[config.mk]
export PLATFORM = sky130hd
export DESIGN_NAME = ws2812_chain_driver_flat
export DESIGN_NICKNAME = d
export VERILOG_FILES = /design/src/rtl/ws2812_pkg.sv /design/src/rtl/ws2812_chain_driver_if.sv /design/src/rtl/ws2812_scale.sv /design/src/rtl/ws2812_chain_driver.sv /design/src/flat_wrapper.sv
export SDC_FILE = /design/constraint.sdc
export NUM_CORES = 1
export LEC_CHECK = 0
export CAP_MARGIN = 40
export CORE_MARGIN = 4
export CORE_UTILIZATION = 25
export CTS_BUF_LIST = sky130_fd_sc_hd__clkbuf_16
export DETAILED_ROUTE_END_ITERATION = 6
export SYNTH_ARGS = -nofsm -noshare
export SYNTH_HDL_FRONTEND = slang
export SYNTH_HIERARCHICAL = 1
export SYNTH_SLANG_ARGS = --single-unit
export TNS_END_PERCENT = 5
[constraint.sdc]
create_clock -name clk -period 7.9 [get_ports clk]
set_clock_uncertainty 0.15 [all_clocks]
set_input_delay 2.37 -clock clk [delete_from_list [all_inputs] [get_ports clk]]
set_output_delay 2.37 -clock clk [all_outputs]
set_load 0.05 [all_outputs]
[src/rtl/ws2812_pkg.sv]
// Shared state encoding, 40 MHz timing defaults and the per-channel brightness scale for the WS2812 chain driver.
package ws2812_pkg;

  localparam logic [2:0] S_IDLE  = 3'd0;
  localparam logic [2:0] S_FETCH = 3'd1;
  localparam logic [2:0] S_LOAD  = 3'd2;
  localparam logic [2:0] S_SEND  = 3'd3;
  localparam logic [2:0] S_RES   = 3'd4;

  typedef enum logic [2:0] {
    ST_IDLE  = S_IDLE,
    ST_FETCH = S_FETCH,
    ST_LOAD  = S_LOAD,
    ST_SEND  = S_SEND,
    ST_RES   = S_RES
  } state_e;

  localparam int DEF_NUM_LEDS = 12;
  localparam int DEF_T_BIT    = 50;
  localparam int DEF_T0H      = 16;
  localparam int DEF_T1H      = 32;
  localparam int DEF_T_RES    = 4000;

  localparam int GRB_W = 24;

  // (ch * (b+1)) >> 8 keeps b=255 an exact identity without a divider.
  function automatic logic [7:0] scale_ch(input logic [7:0] ch, input logic [7:0] bright);
    logic [8:0] mult;
    mult = {1'b0, bright} + 9'd1;
    return 8'(({8'd0, ch} * {7'd0, mult}) >> 8);
  endfunction

endpackage

[src/rtl/ws2812_chain_driver_if.sv]
// Pixel-store read port: one-cycle read strobe plus address out, GRB word back one cycle later.
interface ws2812_chain_driver_if #(
  parameter int IDX_W = 4
);
  logic             pix_req;
  logic [IDX_W-1:0] pix_idx;
  logic [23:0]      pix_data;

  modport master (output pix_req, output pix_idx, input pix_data);
  modport slave  (input pix_req, input pix_idx, output pix_data);
endinterface

[src/rtl/ws2812_scale.sv]
// Combinational GRB brightness scaler, zero latency, no flow control.
module ws2812_scale
  import ws2812_pkg::*;
(
  input  logic [GRB_W-1:0] grb_i,
  input  logic [7:0]       bright_i,
  output logic [GRB_W-1:0] grb_o
);

  assign grb_o = {scale_ch(grb_i[23:16], bright_i),
                  scale_ch(grb_i[15:8],  bright_i),
                  scale_ch(grb_i[7:0],   bright_i)};

endmodule

[src/rtl/ws2812_chain_driver.sv]
// WS2812B chain serialiser: first led_dout rise 3 cycles after start, pixels prefetched one bit ahead.
// start is ignored while busy; the pixel store must answer exactly one cycle after pix_req.
module ws2812_chain_driver
  import ws2812_pkg::*;
#(
  parameter int NUM_LEDS = 3,
  parameter int T_BIT    = DEF_T_BIT,
  parameter int T0H      = DEF_T0H,
  parameter int T1H      = DEF_T1H,
  parameter int T_RES    = DEF_T_RES
) (
  input  logic                         clk,
  input  logic                         res,
  input  logic                         start,
  input  logic                         auto_refresh,
  input  logic [7:0]                   brightness,
  ws2812_chain_driver_if.master        pix,
  output logic                         led_dout,
  output logic                         busy,
  output logic                         frame_done
);

  localparam int IDX_W  = (NUM_LEDS > 1) ? $clog2(NUM_LEDS) : 1;
  localparam int CNT_W  = $clog2(T_BIT);
  localparam int RCNT_W = $clog2(T_RES + 1);

  localparam logic [CNT_W-1:0]  CNT_LAST = CNT_W'(T_BIT - 1);
  localparam logic [CNT_W-1:0]  T0H_C    = CNT_W'(T0H);
  localparam logic [CNT_W-1:0]  T1H_C    = CNT_W'(T1H);
  localparam logic [RCNT_W-1:0] RES_LAST = RCNT_W'(T_RES - 1);
  localparam logic [IDX_W-1:0]  IDX_LAST = IDX_W'(NUM_LEDS - 1);
  localparam logic [4:0]        BIT_LAST = 5'd23;
  localparam logic [4:0]        BIT_PRE  = 5'd22;

  state_e            state_q;
  logic [CNT_W-1:0]  cnt_q;
  logic [4:0]        bit_q;
  logic [RCNT_W-1:0] rcnt_q;
  logic [GRB_W-1:0]  shift_q;
  logic [GRB_W-1:0]  shadow_q;
  logic              shadow_vld_q;
  logic [7:0]        bright_q;
  logic              pix_req_q;
  logic [IDX_W-1:0]  pix_idx_q;
  logic              cap_q;
  logic              led_dout_q;
  logic              busy_q;
  logic              frame_done_q;

  logic [CNT_W-1:0]  cnt_d;
  logic [RCNT_W-1:0] rcnt_d;
  logic [CNT_W-1:0]  hi_len;
  logic [GRB_W-1:0]  scaled;

  assign cnt_d  = cnt_q + CNT_W'(1);
  assign rcnt_d = rcnt_q + RCNT_W'(1);
  assign hi_len = shift_q[23] ? T1H_C : T0H_C;

  // Single scaler serves both the LOAD path and the prefetch-to-shadow path.
  ws2812_scale u_scale (
    .grb_i    (pix.pix_data),
    .bright_i (bright_q),
    .grb_o    (scaled)
  );

  always_ff @(posedge clk) begin
    if (res) begin
      state_q      <= ST_IDLE;
      cnt_q        <= '0;
      bit_q        <= '0;
      rcnt_q       <= '0;
      shift_q      <= '0;
      shadow_q     <= '0;
      shadow_vld_q <= 1'b0;
      bright_q     <= '0;
      pix_req_q    <= 1'b0;
      pix_idx_q    <= '0;
      cap_q        <= 1'b0;
      led_dout_q   <= 1'b0;
      busy_q       <= 1'b0;
      frame_done_q <= 1'b0;
    end else begin
      pix_req_q    <= 1'b0;
      cap_q        <= pix_req_q;
      frame_done_q <= 1'b0;
      case (state_q)
        ST_IDLE: begin
          led_dout_q <= 1'b0;
          if (start) begin
            state_q   <= ST_FETCH;
            busy_q    <= 1'b1;
            bright_q  <= brightness;
            pix_req_q <= 1'b1;
            pix_idx_q <= '0;
          end
        end
        ST_FETCH: begin
          state_q <= ST_LOAD;
        end
        ST_LOAD: begin
          shift_q      <= scaled;
          shadow_vld_q <= 1'b0;
          cnt_q        <= '0;
          bit_q        <= '0;
          led_dout_q   <= 1'b1;
          state_q      <= ST_SEND;
        end
        ST_SEND: begin
          if (cap_q) begin
            shadow_q     <= scaled;
            shadow_vld_q <= 1'b1;
          end
          if (cnt_q == CNT_LAST) begin
            cnt_q <= '0;
            if (bit_q == BIT_LAST) begin
              bit_q <= '0;
              if (shadow_vld_q) begin
                shift_q      <= shadow_q;
                shadow_vld_q <= 1'b0;
                led_dout_q   <= 1'b1;
              end else begin
                state_q      <= ST_RES;
                rcnt_q       <= '0;
                led_dout_q   <= 1'b0;
                frame_done_q <= (T_RES == 1);
              end
            end else begin
              bit_q      <= bit_q + 5'd1;
              shift_q    <= {shift_q[22:0], 1'b0};
              led_dout_q <= 1'b1;
              // Entering the last bit of a pixel: fetch the next one so it is ready at the boundary.
              if (bit_q == BIT_PRE && pix_idx_q != IDX_LAST) begin
                pix_req_q <= 1'b1;
                pix_idx_q <= pix_idx_q + IDX_W'(1);
              end
            end
          end else begin
            cnt_q      <= cnt_d;
            led_dout_q <= (cnt_d < hi_len);
          end
        end
        ST_RES: begin
          led_dout_q <= 1'b0;
          if (rcnt_q == RES_LAST) begin
            if (auto_refresh) begin
              state_q   <= ST_FETCH;
              bright_q  <= brightness;
              pix_req_q <= 1'b1;
              pix_idx_q <= '0;
            end else begin
              state_q <= ST_IDLE;
              busy_q  <= 1'b0;
            end
          end else begin
            rcnt_q       <= rcnt_d;
            frame_done_q <= (rcnt_d == RES_LAST);
          end
        end
        default: begin
          state_q <= ST_IDLE;
        end
      endcase
    end
  end

  assign pix.pix_req = pix_req_q;
  assign pix.pix_idx = pix_idx_q;
  assign led_dout    = led_dout_q;
  assign busy        = busy_q;
  assign frame_done  = frame_done_q;

endmodule

[src/flat_wrapper.sv]
// flat-port wrapper written by rule: the top's interface ports become plain ports
module ws2812_chain_driver_flat import ws2812_pkg::*;
#(
  parameter int NUM_LEDS = 3,
  parameter int T_BIT    = DEF_T_BIT,
  parameter int T0H      = DEF_T0H,
  parameter int T1H      = DEF_T1H,
  parameter int T_RES    = DEF_T_RES
)
  (clk, res, start, auto_refresh, brightness, led_dout, busy, frame_done, pix_pix_req, pix_pix_idx, pix_pix_data);
  ws2812_chain_driver_if #(.IDX_W((2))) pix_i ();
  input  logic clk;
  input  logic res;
  input  logic start;
  input  logic auto_refresh;
  input  logic [7:0] brightness;
  output logic led_dout;
  output logic busy;
  output logic frame_done;
  output wire logic [$bits(pix_i.pix_req)-1:0] pix_pix_req;
  output wire logic [$bits(pix_i.pix_idx)-1:0] pix_pix_idx;
  input wire logic [$bits(pix_i.pix_data)-1:0] pix_pix_data;
  assign pix_pix_req = pix_i.pix_req;
  assign pix_pix_idx = pix_i.pix_idx;
  assign pix_i.pix_data = pix_pix_data;
  ws2812_chain_driver #(.NUM_LEDS(NUM_LEDS), .T_BIT(T_BIT), .T0H(T0H), .T1H(T1H), .T_RES(T_RES)) u_core (.clk(clk), .res(res), .start(start), .auto_refresh(auto_refresh), .brightness(brightness), .pix(pix_i), .led_dout(led_dout), .busy(busy), .frame_done(frame_done));
endmodule
==> out/qor.yml, run 1 <==
status:
  status: "complete, no violations"
floorplanning:
  initial_core_util: 0.2526
  core_um2: 42980
  die_area_um2: 46840
  fp-row-count: 76
  io-pin-count: 42
  die_w_um: 216.4
  fp.dieH_um: 216.4
critical_path:
  end_kind: "register"
  cp.required_ns: 7.97
  startpoint_type: "input pin"
  path_class: "input pin to register"
  worstSetupStartpoint: "pix_pix_data[19]"
  ff2ff_path_depth: 22
  crit_fanout: 9
  rrSetupSlack_ns: 1.44
  reg2reg_from: "u_core/bright_q[0]"
  worstPathArrival_ns: 7.25
  crit_path_end: "u_core/shift_q[22]"
  r2r_end: "u_core/shift_q[6]"
drt:
  routed_wl_um: 25500
  wl_per_cell_um: 13.57
  drtIter0Drc: 523
  postRouteAntennaNets: 0
  drcViolationCount: 0
  drtPass1Iterations: 5
  vias: 8548
  vias_per_cell: 4.547
sta:
  drv_slew: 0
  hold_ws_ns: 0.3030
  relSlewSlack: 0.3950
  period_share: 0.9080
  tns_ns: 0
  worstMarginPinSlew_ns: 0.8998
  finalHoldViolations: 0
  timing.fmax_mhz: 139.4
  period_minus_slack_ns: 7.174
  grt_setup_unrepaired: "no"
  setup_violations: 0
logic_synthesis:
  synthTopCellsByArea: "fa_1 22%, dfxtp_1 17%, ha_1 12%"
  synth_xor_area_frac: 0.03468
  async_reset_ff_frac: 0
  synth_edf_count: 0
  synthAdderAreaFrac: 0.3422
  netlist_area_um2: 10860
  yosysMostFrequentCell: "nand2_1"
  syn-num-nets: 1544
  synth-compound-area-share: 0.1163
  synth_seq_cells: 90
  synthSimpleGateAreaFrac: 0.2307
  synthMuxAreaShare: 0.03053
  synthDominantCellAreaShare: 0.2212
  netlist.top_cell.by_area: "fa_1"
  ys.flop_type: "dfxtp_1"
  ys_seq_area_frac: 0.1659
  synth.distinct_cells: 77
  ys.warnings.count: 6
  synth_top_family_by_area: "adder cells"
  synth.avg_cell_area_um2: 8.464
  synth_commonest_cells: "172 x nand2_1, 157 x inv_1, 146 x and2_1, 120 x fa_1, 105 x ha_1"
  synth_cells: 1283
power:
  leakagePower_nw: 5.521
  ir_drop_mv: 0.1055
  power_density_nw_per_um2: 132.5
  power_w: 0.001621
flow_run:
  drv_cap: 0
clock_network:
  root_buffer: "clkbuf_16"
  h-tree-depth: 3
  cts_tree: "built"
  insertion_delay_ns: 0.35
  postCtsSetupBuffers: 0
  post_cts_resized: 0
  cts_sinks: 90
  cts-buffers-inserted: 9
  cts.reportedPaths.clkPinSlew_ns: 0.07
  cts_max_path_buffers: 2
  hold_buffers: 0
finish:
  regArea_um2: 1802
  multi_input_area_um2: 8197
  fill_cells: 4640
  area_growth_pct: 12.65
  layout.nets: 1551
  drive_gt1_frac: 0.04170
  diodes: 0
place:
  place_congestion: 0.8068
  io_buffers: 41
  place_hpwl_um: 19410
global_route:
  grt_pass1_wl_um: 43940
  antenna_found_initial: 0
  grt_max_degree: 80
  grt_pass1_vias: 8814
  grt_util_all_layers: 0.1106
  globalRoute.totalOverflow: 0
hold_path:
  hold_class: "register to register"
cell usage in the layout (no fill, tap or decap), drive strengths merged, types with 4 or more instances in the layout:
cell / instances
buf: 18
nand3: 18
fa: 120
a311oi: 9
o21ai: 26
mux2i: 32
clkdlybuf4s50: 40
nor3: 15
and3: 9
inv: 159
and2: 148
dfxtp: 90
a31oi: 4
nor2b: 19
ha: 105
nor2: 50
a211oi: 8
o211ai: 24
a21oi: 81
xor2: 15
nand4b: 9
a21o: 6
nand4: 5
nand3b: 5
nand2: 172
clkbuf: 9
nand2b: 13
xnor2: 28
sequential cells by signal (all words and copies together) (netlist names):
register / flops
u_core/pix.pix_idx: 2
u_core/pix.pix_req: 1
u_core/led_dout: 1
u_core/shadow_q: 24
u_core/bit_q: 5
u_core/bright_q: 8
u_core/state_q: 3
u_core/cnt_q: 6
u_core/rcnt_q: 12
u_core/shift_q: 24
u_core/frame_done: 1
u_core/cap_q: 1
u_core/shadow_vld_q: 1
u_core/busy: 1
cell families (layout without fill, tap and decap cells):
family,Yosys count,count (layout)
mux,33,33
flops,90,90
simple gates,482,482
xor+xnor,43,43
compound gates,191,191
fa+ha+maj,225,225
buf+inv,219,231
per-stage QoR:
step | util | cell area (um2) | std cells | setup slack, ns
6_report | 0.2846 | 12230 | 1880 | 0.7265
5_1_grt | 0.2846 | 12230 | 1880 | 0.4192
2_1_floorplan | - | 10860 | 1283 | 1.208
4_1_cts | 0.2846 | 12230 | 1880 | 0.7279
3_5_place_dp | 0.2770 | 11910 | 1864 | 0.3631
3_3_place_gp | 0.2749 | 11820 | 1859 | 0.3840
final cells by class:
class | instances | share of cell area
multi-input cells | 974 | 0.6700
flip-flops and latches | 90 | 0.1473
well taps | 585 | 0.05983
inverters | 157 | 0.04817
repair buffers | 58 | 0.04807
clock buffers | 9 | 0.01841
clock inverters | 7 | 0.008182
layer usage:
metal | track usage | vias to the layer above | wire (um)
li1 | - | 4202 | -
met1 | 0.1503 | 4207 | 12330
met2 | 0.1890 | 120 | 12230
met3 | 0.01248 | 19 | 603
met4 | 0.02688 | 0 | 334
met5 | 0 | - | 0
power by group:
| part | switching, W | internal [W] | total (W) |
|---|---|---|---|
| logic | 0.000391 | 0.000271 | 0.000662 |
| registers | 0.0000154 | 0.000470 | 0.000485 |
| clock network | 0.000194 | 0.000280 | 0.000474 |
| total | 0.000600 | 0.00102 | 0.00162 |
worst max-delay path, stage by stage:
cell and delay [ns]:
clkdlybuf4s50_1 0.61, nand2_1 0.12, fa_1 0.51, fa_1 0.55, inv_1 0.05, fa_1 0.47, inv_1 0.05, fa_1 0.47
inv_1 0.04, ha_1 0.29, and2_4 0.17, a221o_1 0.35, a221oi_2 0.38, nor2b_2 0.12, a211o_1 0.28, xor2_1 0.15
o211ai_1 0.17, a21oi_1 0.08
worst min-delay path by stage:
| stage | cells past startpoint | start | to |
|---|---|---|---|
| 3_3_place_gp | 2 | u_core/shadow_q[6] | u_core/shadow_q[6] |
| 6_report | 2 | u_core/shadow_q[12] | u_core/shadow_q[12] |
| 4_1_cts | 2 | u_core/shadow_q[2] | u_core/shadow_q[2] |
| 3_5_place_dp | 2 | u_core/shadow_q[12] | u_core/shadow_q[12] |
| 2_1_floorplan | 2 | u_core/shadow_q[10] | u_core/shadow_q[10] |
| 5_1_grt | 2 | u_core/shadow_q[23] | u_core/shadow_q[23] |
Power figures use the tool's default switching activity.
==> inputs of run 2 (changes only) <==
- CORE_MARGIN: 4 -> 1.5
==> run 2 against run 1 <==
Effect of this change: critical endpoint unchanged; critical path depth unchanged; via count decreased by 0.18%; clock-buffer cell count unchanged.
==> out/qor.yml, run 2 (synthesis results as in run 1) <==
floorplanning:
  die_area_um2: 44700
  fp.dieH_um: 211.4
  fp-row-count: 76
  io-pin-count: 42
  core_um2: 42980
  die_w_um: 211.4
  initial_core_util: 0.2526
sta:
  period_minus_slack_ns: 7.172
  relSlewSlack: 0.4027
  worstMarginPinSlew_ns: 0.8883
  timing.fmax_mhz: 139.4
  tns_ns: 0
  setup_violations: 0
  period_share: 0.9079
  grt_setup_unrepaired: "no"
  finalHoldViolations: 0
  worst_slack_ns: 0.7278
  drv_slew: 0
status:
  status: "complete, no violations"
global_route:
  antenna_found_initial: 0
  globalRoute.totalOverflow: 0
  grt_util_all_layers: 0.1161
  grt_pass1_wl_um: 42690
  grt_pass1_vias: 8589
  grt_max_degree: 81
place:
  io_buffers: 41
  place_congestion: 0.7982
  place_hpwl_um: 19170
  place_ws_ns: 0.3899
hold_path:
  min_from: "u_core/shadow_q[11]"
  hold_class: "register to register"
drt:
  drtPass1Iterations: 5
  routed_wl_um: 24990
  vias: 8533
  postRouteAntennaNets: 0
  drtIter0Drc: 440
  vias_per_cell: 4.539
  wl_per_cell_um: 13.29
  drcViolationCount: 0
flow_run:
  drv_cap: 0
critical_path:
  path_class: "input pin to register"
  crit_fanout: 9
  worstPathArrival_ns: 7.24
  worstSetupStartpoint: "pix_pix_data[18]"
  startpoint_type: "input pin"
  cp.required_ns: 7.97
  reg2reg_from: "u_core/bright_q[0]"
  end_kind: "register"
finish:
  layout.nets: 1551
  area_growth_pct: 12.46
  final_common_cell: "nand2_1"
  fill_cells: 4625
  top_regs: "u_core/shadow_q x24, u_core/shift_q x24, u_core/rcnt_q x12"
  most-common-layout-cells: "172 x nand2_1, 158 x inv_1, 146 x and2_1"
  drive_gt1_frac: 0.04093
  diodes: 0
power:
  leakagePower_nw: 5.505
  power_density_nw_per_um2: 127.7
  ir_drop_mv: 0.1123
clock_network:
  hold_buffers: 0
  cts_sinks: 90
  cts.reportedPaths.clkPinSlew_ns: 0.08
  cts_max_path_buffers: 2
  cts-buffers-inserted: 9
  h-tree-depth: 3
  insertion_delay_ns: 0.34
  postCtsSetupBuffers: 0
  cts_tree: "built"
  post_cts_resized: 0
  root_buffer: "clkbuf_16"
run 2: worst paths after layout:
check	endpoint	slack, ns	cells after the start
max	u_core/shift_q[22]	0.73	18
min	u_core/shadow_q[11]	0.31	2
max reg2reg	u_core/shift_q[15]	1.64	20
min reg2reg	u_core/shadow_q[11]	0.31	2
run 2: power by group:
group	internal [W]	switching, W	total (W)
Clock	0.000219	0.000194	0.000413
Sequential	0.000470	0.0000154	0.000485
Combinational	0.000272	0.000390	0.000662
run 2: area by class of cell:
cell class                 instances  area (um2)  share of cell area
sequential                        90        1802              0.1475
clock buffer                       9       225.2             0.01844
multi-input combinational        974        8197              0.6712
timing repair buffer              58       608.1             0.04980
tap                              585       732.0             0.05994
clock inverter                     7       58.81            0.004816
inverter                         157       589.3             0.04826
run 2: through the flow:
| stage | utilization | area (um2) | total power (W) | instances | hold WS, ns |
|---|---|---|---|---|---|
| floorplan | - | 10860 | 0.0009764 | 1283 | 0.2857 |
| global placement | 0.2747 | 11810 | 0.001142 | 1858 | 0.2916 |
| detailed placement | 0.2775 | 11930 | 0.001162 | 1864 | 0.2969 |
| CTS | 0.2841 | 12210 | 0.001583 | 1880 | 0.3065 |
| global route | 0.2841 | 12210 | 0.001695 | 1880 | 0.3252 |
| finish | 0.2841 | 12210 | 0.001559 | 1880 | 0.3052 |
run 2: critical path, stage by stage:
cell and delay (ns):
clkdlybuf4s50_1 0.62, nand2_1 0.12, fa_1 0.51, fa_1 0.55
inv_1 0.05, fa_1 0.47, inv_1 0.05, fa_1 0.47
inv_1 0.04, ha_1 0.28, and2_4 0.17, a221o_1 0.34
a221oi_2 0.39, nor2b_2 0.11, a211o_1 0.28, xor2_1 0.16
o211ai_1 0.18, a21oi_1 0.08
run 2: metal layers:
metal  track usage  part of all wire
met5             0                 0
met4       0.02709             0.013
met3      0.008307             0.015
met2        0.2033              0.48
met1        0.1553              0.49
==> inputs of run 3 (changes only) <==
==> constraint.sdc (replaced) <==
create_clock -name clk -period 7.9 [get_ports clk]
set_clock_uncertainty 0.15 [all_clocks]
set_input_delay 0.79 -clock clk [delete_from_list [all_inputs] [get_ports clk]]
set_output_delay 0.79 -clock clk [all_outputs]
set_load 0.05 [all_outputs]
==> run 3 against run 2 <==
Effect of this change: non-clock buffer count unchanged; critical path type is now register to register; die area unchanged; largest cell class unchanged; combinational power up 2%.
==> out/qor.yml, run 3 (synthesis results as in run 1) <==
status:
  status: "complete, no violations"
global_route:
  globalRoute.totalOverflow: 0
  grt_util_all_layers: 0.1188
  antenna_found_initial: 0
  grt_max_degree: 87
  grt_pass1_wl_um: 43710
  grt_pass1_vias: 8734
power:
  leakagePower_nw: 5.525
  ir_drop_mv: 0.09976
  power_density_nw_per_um2: 130.6
clock_network:
  cts_tree: "built"
  cts-buffers-inserted: 9
  root_buffer: "clkbuf_16"
  hold_buffers: 0
  post_cts_resized: 0
  insertion_delay_ns: 0.34
  cts_sinks: 90
  h-tree-depth: 3
  cts.reportedPaths.clkPinSlew_ns: 0.07
  postCtsSetupBuffers: 0
  cts_max_path_buffers: 2
sta:
  grt_setup_unrepaired: "no"
  period_share: 0.7630
  timing.fmax_mhz: 165.9
  hold_ws_ns: 0.3040
  finalHoldViolations: 0
  tns_ns: 0
  relSlewSlack: 0.4116
  period_minus_slack_ns: 6.028
  setup_violations: 0
  worstMarginPinSlew_ns: 0.8751
  drv_slew: 0
place:
  place_hpwl_um: 19350
  place_congestion: 0.8059
  io_buffers: 41
  dp.cells: 1864
floorplanning:
  io-pin-count: 42
  initial_core_util: 0.2526
  core_um2: 42980
  die_area_um2: 44700
  fp-row-count: 76
  fp.dieH_um: 211.4
  die_w_um: 211.4
critical_path:
  max_stage_delay_ns: 0.57
  critPathSlowestCell: "fa_1"
  crit_fanout: 25
  worstPathArrival_ns: 6.10
  ff2ff_path_depth: 22
  rrSetupSlack_ns: 1.87
  reg2reg_from: "u_core/bright_q[0]"
  crit_top_cell: "fa_1"
  path_class: "register to register"
  startpoint_type: "register"
  end_kind: "register"
  r2r_end: "u_core/shift_q[22]"
  worstSetupStartpoint: "u_core/bright_q[0]"
  cp.required_ns: 7.97
  crit_path_end: "u_core/shift_q[22]"
  crit_chain: "buf_4 -> ha_1 -> nand3_1 -> xnor2_1 -> buf_4 -> nand2_1 -> fa_1 -> fa_1 -> inv_1 -> fa_1 -> inv_1 -> fa_1 -> inv_1 -> ha_1 -> and2_4 -> a221o_1 -> a221oi_2 -> nor2b_2 -> a211o_1 -> xor2_1 -> o211ai_1 -> a21oi_1"
finish:
  most-common-layout-cells: "172 x nand2_1, 157 x inv_1, 146 x and2_1"
  diodes: 0
  fill_cells: 4653
  final_cells: 1880
  top_regs: "u_core/shadow_q x24, u_core/shift_q x24, u_core/rcnt_q x12"
  drive_gt1_frac: 0.04170
  final_common_cell: "nand2_1"
  fin_util: 0.2848
  layout.nets: 1551
  area_growth_pct: 12.74
drt:
  drtIter0Drc: 513
  drcViolationCount: 0
  vias: 8497
  wl_per_cell_um: 13.62
  postRouteAntennaNets: 0
  drtPass1Iterations: 4
  vias_per_cell: 4.520
  routed_wl_um: 25610
flow_run:
  drv_cap: 0
hold_path:
  hold_class: "register to register"
==> run 3: where the power goes <==
group | internal [W] | switching, W | leakage (nW)
combinational | 0.000276 | 0.000399 | 4.64
clock | 0.000249 | 0.000190 | 0.152
sequential | 0.000470 | 0.0000154 | 0.728
==> run 3: how the worst min path moves through the flow <==
stage,from,to,slack [ns],cells past startpoint
6_report,u_core/shadow_q[0],u_core/shadow_q[0],0.30,2
5_1_grt,u_core/shadow_q[1],u_core/shadow_q[1],0.32,2
4_1_cts,u_core/shadow_q[2],u_core/shadow_q[2],0.31,2
3_5_place_dp,u_core/shadow_q[9],u_core/shadow_q[9],0.30,2
3_3_place_gp,u_core/shadow_q[7],u_core/shadow_q[7],0.29,2
2_1_floorplan,u_core/shadow_q[10],u_core/shadow_q[10],0.29,2
==> run 3: cell type report <==
type | count | area [um2] | area share
clock buffer | 9 | 225.2 | 0.01840
clock inverter | 7 | 77.57 | 0.006336
inverter | 157 | 589.3 | 0.04813
multi-input combinational | 974 | 8197 | 0.6695
sequential | 90 | 1802 | 0.1472
tap | 585 | 732.0 | 0.05979
timing repair buffer | 58 | 620.6 | 0.05069
==> run 3: per-stage QoR <==
| step | area [um2] | setup WS [ns] | total power, W |
|---|---|---|---|
| 3_5_place_dp | 11940 | 1.835 | 0.001177 |
| 6_report | 12240 | 1.872 | 0.001598 |
| 4_1_cts | 12240 | 1.828 | 0.001623 |
| 5_1_grt | 12240 | 1.477 | 0.001734 |
| 3_3_place_gp | 11810 | 1.883 | 0.001152 |
| 2_1_floorplan | 10860 | 2.290 | 0.0009764 |
==> run 3: layer usage <==
metal / wire length [um] / GRT usage
met1: 12630 / 0.1635
met2: 11720 / 0.1992
met3: 837 / 0.01127
met4: 430 / 0.02980
met5: 0 / 0
==> run 3: critical path, delay by kind of cell (launching register included) <==
| kind | cells | cell delay, ns |
|---|---|---|
| compound gates | 5 | 1.30 |
| xor+xnor | 2 | 0.31 |
| fa+ha+maj | 6 | 2.58 |
| buf+inv | 5 | 0.76 |
| flops | 1 | 0.31 |
| simple gates | 4 | 0.50 |
==> RTL change 1 (settings of run 1) <==
Register the inputs `res`, `start`, `auto_refresh` and `brightness` before use. The logic sees them one clock later. The other inputs are not delayed to match. Comments in the files are not updated.
--- a/src/rtl/ws2812_chain_driver.sv
+++ b/src/rtl/ws2812_chain_driver.sv
@@ -33,4 +33,16 @@
   localparam logic [4:0]        BIT_PRE  = 5'd22;
 
+  logic res_q;
+  logic start_q;
+  logic auto_refresh_q;
+  logic [7:0] brightness_q;
+
+  always_ff @(posedge clk) begin
+    res_q          <= res;
+    start_q        <= start;
+    auto_refresh_q <= auto_refresh;
+    brightness_q   <= brightness;
+  end
+
   state_e            state_q;
   logic [CNT_W-1:0]  cnt_q;
@@ -65,5 +77,5 @@
 
   always_ff @(posedge clk) begin
-    if (res) begin
+    if (res_q) begin
       state_q      <= ST_IDLE;
       cnt_q        <= '0;
@@ -87,8 +99,8 @@
         ST_IDLE: begin
           led_dout_q <= 1'b0;
-          if (start) begin
+          if (start_q) begin
             state_q   <= ST_FETCH;
             busy_q    <= 1'b1;
-            bright_q  <= brightness;
+            bright_q  <= brightness_q;
             pix_req_q <= 1'b1;
             pix_idx_q <= '0;
@@ -143,7 +155,7 @@
           led_dout_q <= 1'b0;
           if (rcnt_q == RES_LAST) begin
-            if (auto_refresh) begin
+            if (auto_refresh_q) begin
               state_q   <= ST_FETCH;
-              bright_q  <= brightness;
+              bright_q  <= brightness_q;
               pix_req_q <= 1'b1;
               pix_idx_q <= '0;
Check against the original RTL: not equivalent (a bounded check fails within 4 cycles, from zero or initial values).
==> RTL change 1 against run 1 <==
Sequential cell count up 11. Non-clock buffer count did not move. Highest routed layer unchanged. Worst hold slack improved by 3.7 ps. Sequential power grew 12%. Routed wire length shrank 1.5%. Total power increased by 4.0%. Synthesized area grew 1.8%. Combinational power rose by 8.2%. Die area is 1.7% higher. Sequential share of layout area up 1.6 points. Design area increased by 1.6%. Worst setup slack lost 77 ps. Largest power group unchanged. Fmax is 1.1% lower. Critical path depth increased by 1.
==> RTL change 1: results (changes against run 1) <==
Post-Syn Area per Cell=8.42 µm² (-0.57%); dpl hpwl=18800 µm (-3.0%); status=finished clean; DR vias/cell=4.53 (-0.46%); antenna cells=0 (unchanged); drt pass-1 iters=6 (+1); RePlAce Congestion=0.790 (-2.0%); layout cells sized above 1=3.46% (-0.71 points); pin count of the biggest net entering global routing=81 (+1.3%); iteration-0 DRC count of the detailed router=433 (-17%); Via Count=8667 (+1.4%); DR WL/cell=13.1 µm (-3.3%); R2R depth=23 (+4.5%); VDD IR-drop max=0.0000846 V (-20%); Critical Path End=u_core/shift_q[23]$_SDFFE_PP0P_; Synth Warn #=6 (unchanged); slew margin rel.=38.6% (-0.87 points); Synth top cells by count=nand2_1 (171), inv_1 (157), and2_1 (150); global-route wire length before repair=44200 µm (+0.50%); number of global-route vias before repair=8947 (+1.5%); most area-consuming cells after synthesis=fa_1 (22%), dfxtp_1 (18%), ha_1 (12%); Critical Path Start=pix_pix_data[18]; Hold Crit Class=flop to flop; placed inst area=12100 µm² (+2.0%); FF-to-FF setup slack=2030 ps (+590 ps); syn nets=1574 (+1.9%); register area share after synthesis=18.3% (+1.7 points); arrival time at the worst endpoint=7380 ps (+130 ps); Cell variety after synth=72 (-6.5%); gr usage total=11.0% (-0.076 points); leakage power=5.55 nW (+0.43%); crit-path max cell delay=580 ps (-30 ps)
-- RTL change 1: cell count changes after synthesis, sizes merged, moves of 5 or more --
| cell | run 1 | this run |
|---|---|---|
| a21oi | 81 | 64 |
| a311oi | 9 | 1 |
| a31oi | 4 | 30 |
| and3 | 9 | 3 |
| buf | 22 | 10 |
| clkbuf | 40 | 47 |
| dfxtp | 90 | 101 |
| nand2b | 13 | 8 |
| nand3b | 5 | 0 |
| nor2 | 50 | 94 |
| o211ai | 24 | 2 |
| or3 | 2 | 9 |
-- RTL change 1: power breakdown --
group	switching, mW	internal, mW	total, mW
clock network	0.207	0.218	0.425
registers	0.0153	0.529	0.544
logic	0.416	0.300	0.716
total	0.638	1.05	1.69
-- RTL change 1: routing by layer --
metal	wire length, µm	global-route usage (%)
met1	12100	15.1
met2	11800	18.1
met3	929	2.09
met4	252	2.13
met5	0	0
-- RTL change 1: area by class of cell --
class	instances	area (µm²)
inverters	157	589
repair buffers	58	598
multi-input cells	998	8200
fillers	4677	30900
clock buffers	9	225
clock inverters	7	55.1
flip-flops and latches	101	2020
well taps	585	732
-- RTL change 1: kinds of logic after synthesis --
| kind of cell | share of synthesized area, % |
|---|---|
| fa+ha+maj | 33.6 |
| simple gates | 24.2 |
| compound gates | 9.72 |
| xor+xnor | 3.57 |
| buf+inv | 7.54 |
| flops | 18.3 |
| mux | 3.00 |
-- RTL change 1: critical path: cells and delay by family --
kind	cells	cell delay [ps]
AO/OA/AOI/OAI	4	1060
XOR/XNOR	1	210
adder cells (fa/ha/maj)	5	2300
buffers and inverters	3	670
multiplexers	1	110
AND/OR/NAND/NOR	5	660
-- RTL change 1: stage by stage --
stage	hold slack, ps	worst slack, ps
after global routing	322	286
after global placement	292	292
after detailed placement	299	273
after floorplan	286	1320
after CTS	310	638
final	307	649
==> RTL change 2 (settings of run 1) <==
Made on the original files. Set the package constant `DEF_T_BIT` to 25 (it was 50).
--- a/src/rtl/ws2812_pkg.sv
+++ b/src/rtl/ws2812_pkg.sv
@@ -17,5 +17,5 @@
 
   localparam int DEF_NUM_LEDS = 12;
-  localparam int DEF_T_BIT    = 50;
+  localparam int DEF_T_BIT    = 25;
   localparam int DEF_T0H      = 16;
   localparam int DEF_T1H      = 32;
Behaviour: not the same (Yosys sat finds a counterexample within 10 cycles, from zero or initial values).
==> RTL change 2 against run 1 <==
Die area is essentially flat. Routed wire length grew 0.46%. Count of clock-buffer cells in the layout is the same. Sequential cell count shrank 1. Synthesized area is essentially flat. Worst setup slack gained 70 ps. Clock power shrank 10%. Design area is essentially flat. Total power shrank 1.7%. Core utilization is essentially flat.
==> RTL change 2: results (changes against run 1) <==
pin count of the biggest net entering global routing=83 (+3.8%); number of cells on the worst hold path=2 (unchanged); worst hold path endpoint=u_core/shadow_q[1]$_SDFFE_PP0P_; drt pass-1 iters=5 (unchanged); R2R depth=21 (-4.5%); Hold Crit Class=flop to flop; arrival time at the worst endpoint=7160 ps (-90 ps); placed inst area=11900 µm² (+0.33%); Clock Path Buffers=2 (unchanged); VDD IR-drop max=0.0000855 V (-19%); register area share after synthesis=16.4% (-0.19 points); iteration-0 DRC count of the detailed router=410 (-22%); Via Count=8525 (-0.27%); initial antenna violation count=4 (+4); # nets final=1554 (+0.19%); global-route wire length before repair=44300 µm (+0.83%); drt total wl=25600 µm (+0.46%); Hold Slack=304 ps (+0.873 ps); Hold Crit Start=u_core/shadow_q[1]$_SDFFE_PP0P_; most area-consuming cells after synthesis=fa_1 (22%), dfxtp_1 (16%), ha_1 (12%); Cell variety after synth=76 (-1.3%); gr usage total=11.3% (+0.22 points); Skew-Pair Late Insertion Delay=340 ps; Clock Tree Root=clkbuf_16; Setup CP Type=input pin to flop; Regs by FF count=u_core/shadow_q: 24 flops, u_core/shift_q: 24 flops, u_core/rcnt_q: 12 flops; layout cells sized above 1=4.47% (+0.30 points); CTS buffer count=9 (unchanged); Max stage delay cell, worst path=clkdlybuf4s50_1; syn nets=1541 (-0.19%); dpl hpwl=18800 µm (-3.4%); Synth top cells by count=nand2_1 (170), inv_1 (164), and2_1 (152); status=finished clean; Critical Path Start=pix_pix_data[18]; RePlAce Congestion=0.788 (-2.3%); leakage power=5.63 nW (+1.9%); antenna cells=0 (unchanged); crit-path max cell delay=630 ps (+20 ps); FF-to-FF Start=u_core/bright_q[0]$_SDFFE_PP0P_; FF-to-FF setup slack=1960 ps (+520 ps); FF-to-FF End=u_core/shift_q[19]$_SDFFE_PP0P_; number of global-route vias before repair=8722 (-1.0%); Port Buf Inserts=41 (unchanged); slew margin rel.=49.8% (+10 points); crit path max fanout=9 (unchanged); Async SR Flop Fraction=0% (unchanged); Synth Warn #=6 (unchanged); CTS clock-pin slew for the worst setup and hold paths=around 60 ps; Crit path max-delay family=adder cells; Post-CTS Resized=0 (unchanged); Top FF cell, synth=dfxtp_1
[RTL change 2: cell types whose count changed in the layout (fill, tap and decap cells not counted), moves of 6 or more]
cell / delta
and3_1: -7
and2_1: +6
a211oi_1: -6
inv_1: +7
a311oi_1: -7
nand4_1: +8
[RTL change 2: cells by family (layout without fill, tap and decap cells)]
| logic type | Yosys count | after routing | synth area share (%) |
|---|---|---|---|
| AOI/OAI and AO/OA | 181 | 181 | 11.0 |
| DFF | 89 | 89 | 16.4 |
| adders and majority gates | 224 | 224 | 34.1 |
| and+or+nand+nor | 482 | 482 | 23.3 |
| xor gates and xnor gates | 50 | 50 | 4.03 |
| buffers and inverters | 220 | 237 | 7.97 |
| muxes | 35 | 35 | 3.24 |
[RTL change 2: final cells by class]
type | instances | area [µm²]
fill | 4643 | 30700
clock inverter | 6 | 67.6
tap | 585 | 732
sequential | 89 | 1780
multi-input combinational | 972 | 8240
clock buffer | 9 | 225
inverter | 164 | 616
timing repair buffer | 58 | 576
[RTL change 2: power by group]
| part | internal (mW) | switching [mW] |
|---|---|---|
| Clock | 0.244 | 0.181 |
| Sequential | 0.466 | 0.0162 |
| Combinational | 0.277 | 0.408 |
| Total | 0.987 | 0.605 |
[RTL change 2: routing by layer]
metal | track usage [%] | share of wire [%] | vias up
met5 | 0 | 0 | -
met4 | 1.62 | 0.78 | 0
met3 | 1.36 | 2.5 | 25
met2 | 19.6 | 49 | 110
met1 | 15.4 | 48 | 4218
li1 | - | - | 4172
[RTL change 2: metrics by stage]
step	setup WS (ps)	instances	utilization, %
floorplan	1330	1281	-
global placement	493	1864	27.6
detailed placement	439	1868	27.8
CTS	826	1883	28.5
global route	517	1883	28.5
finish	796	1883	28.5
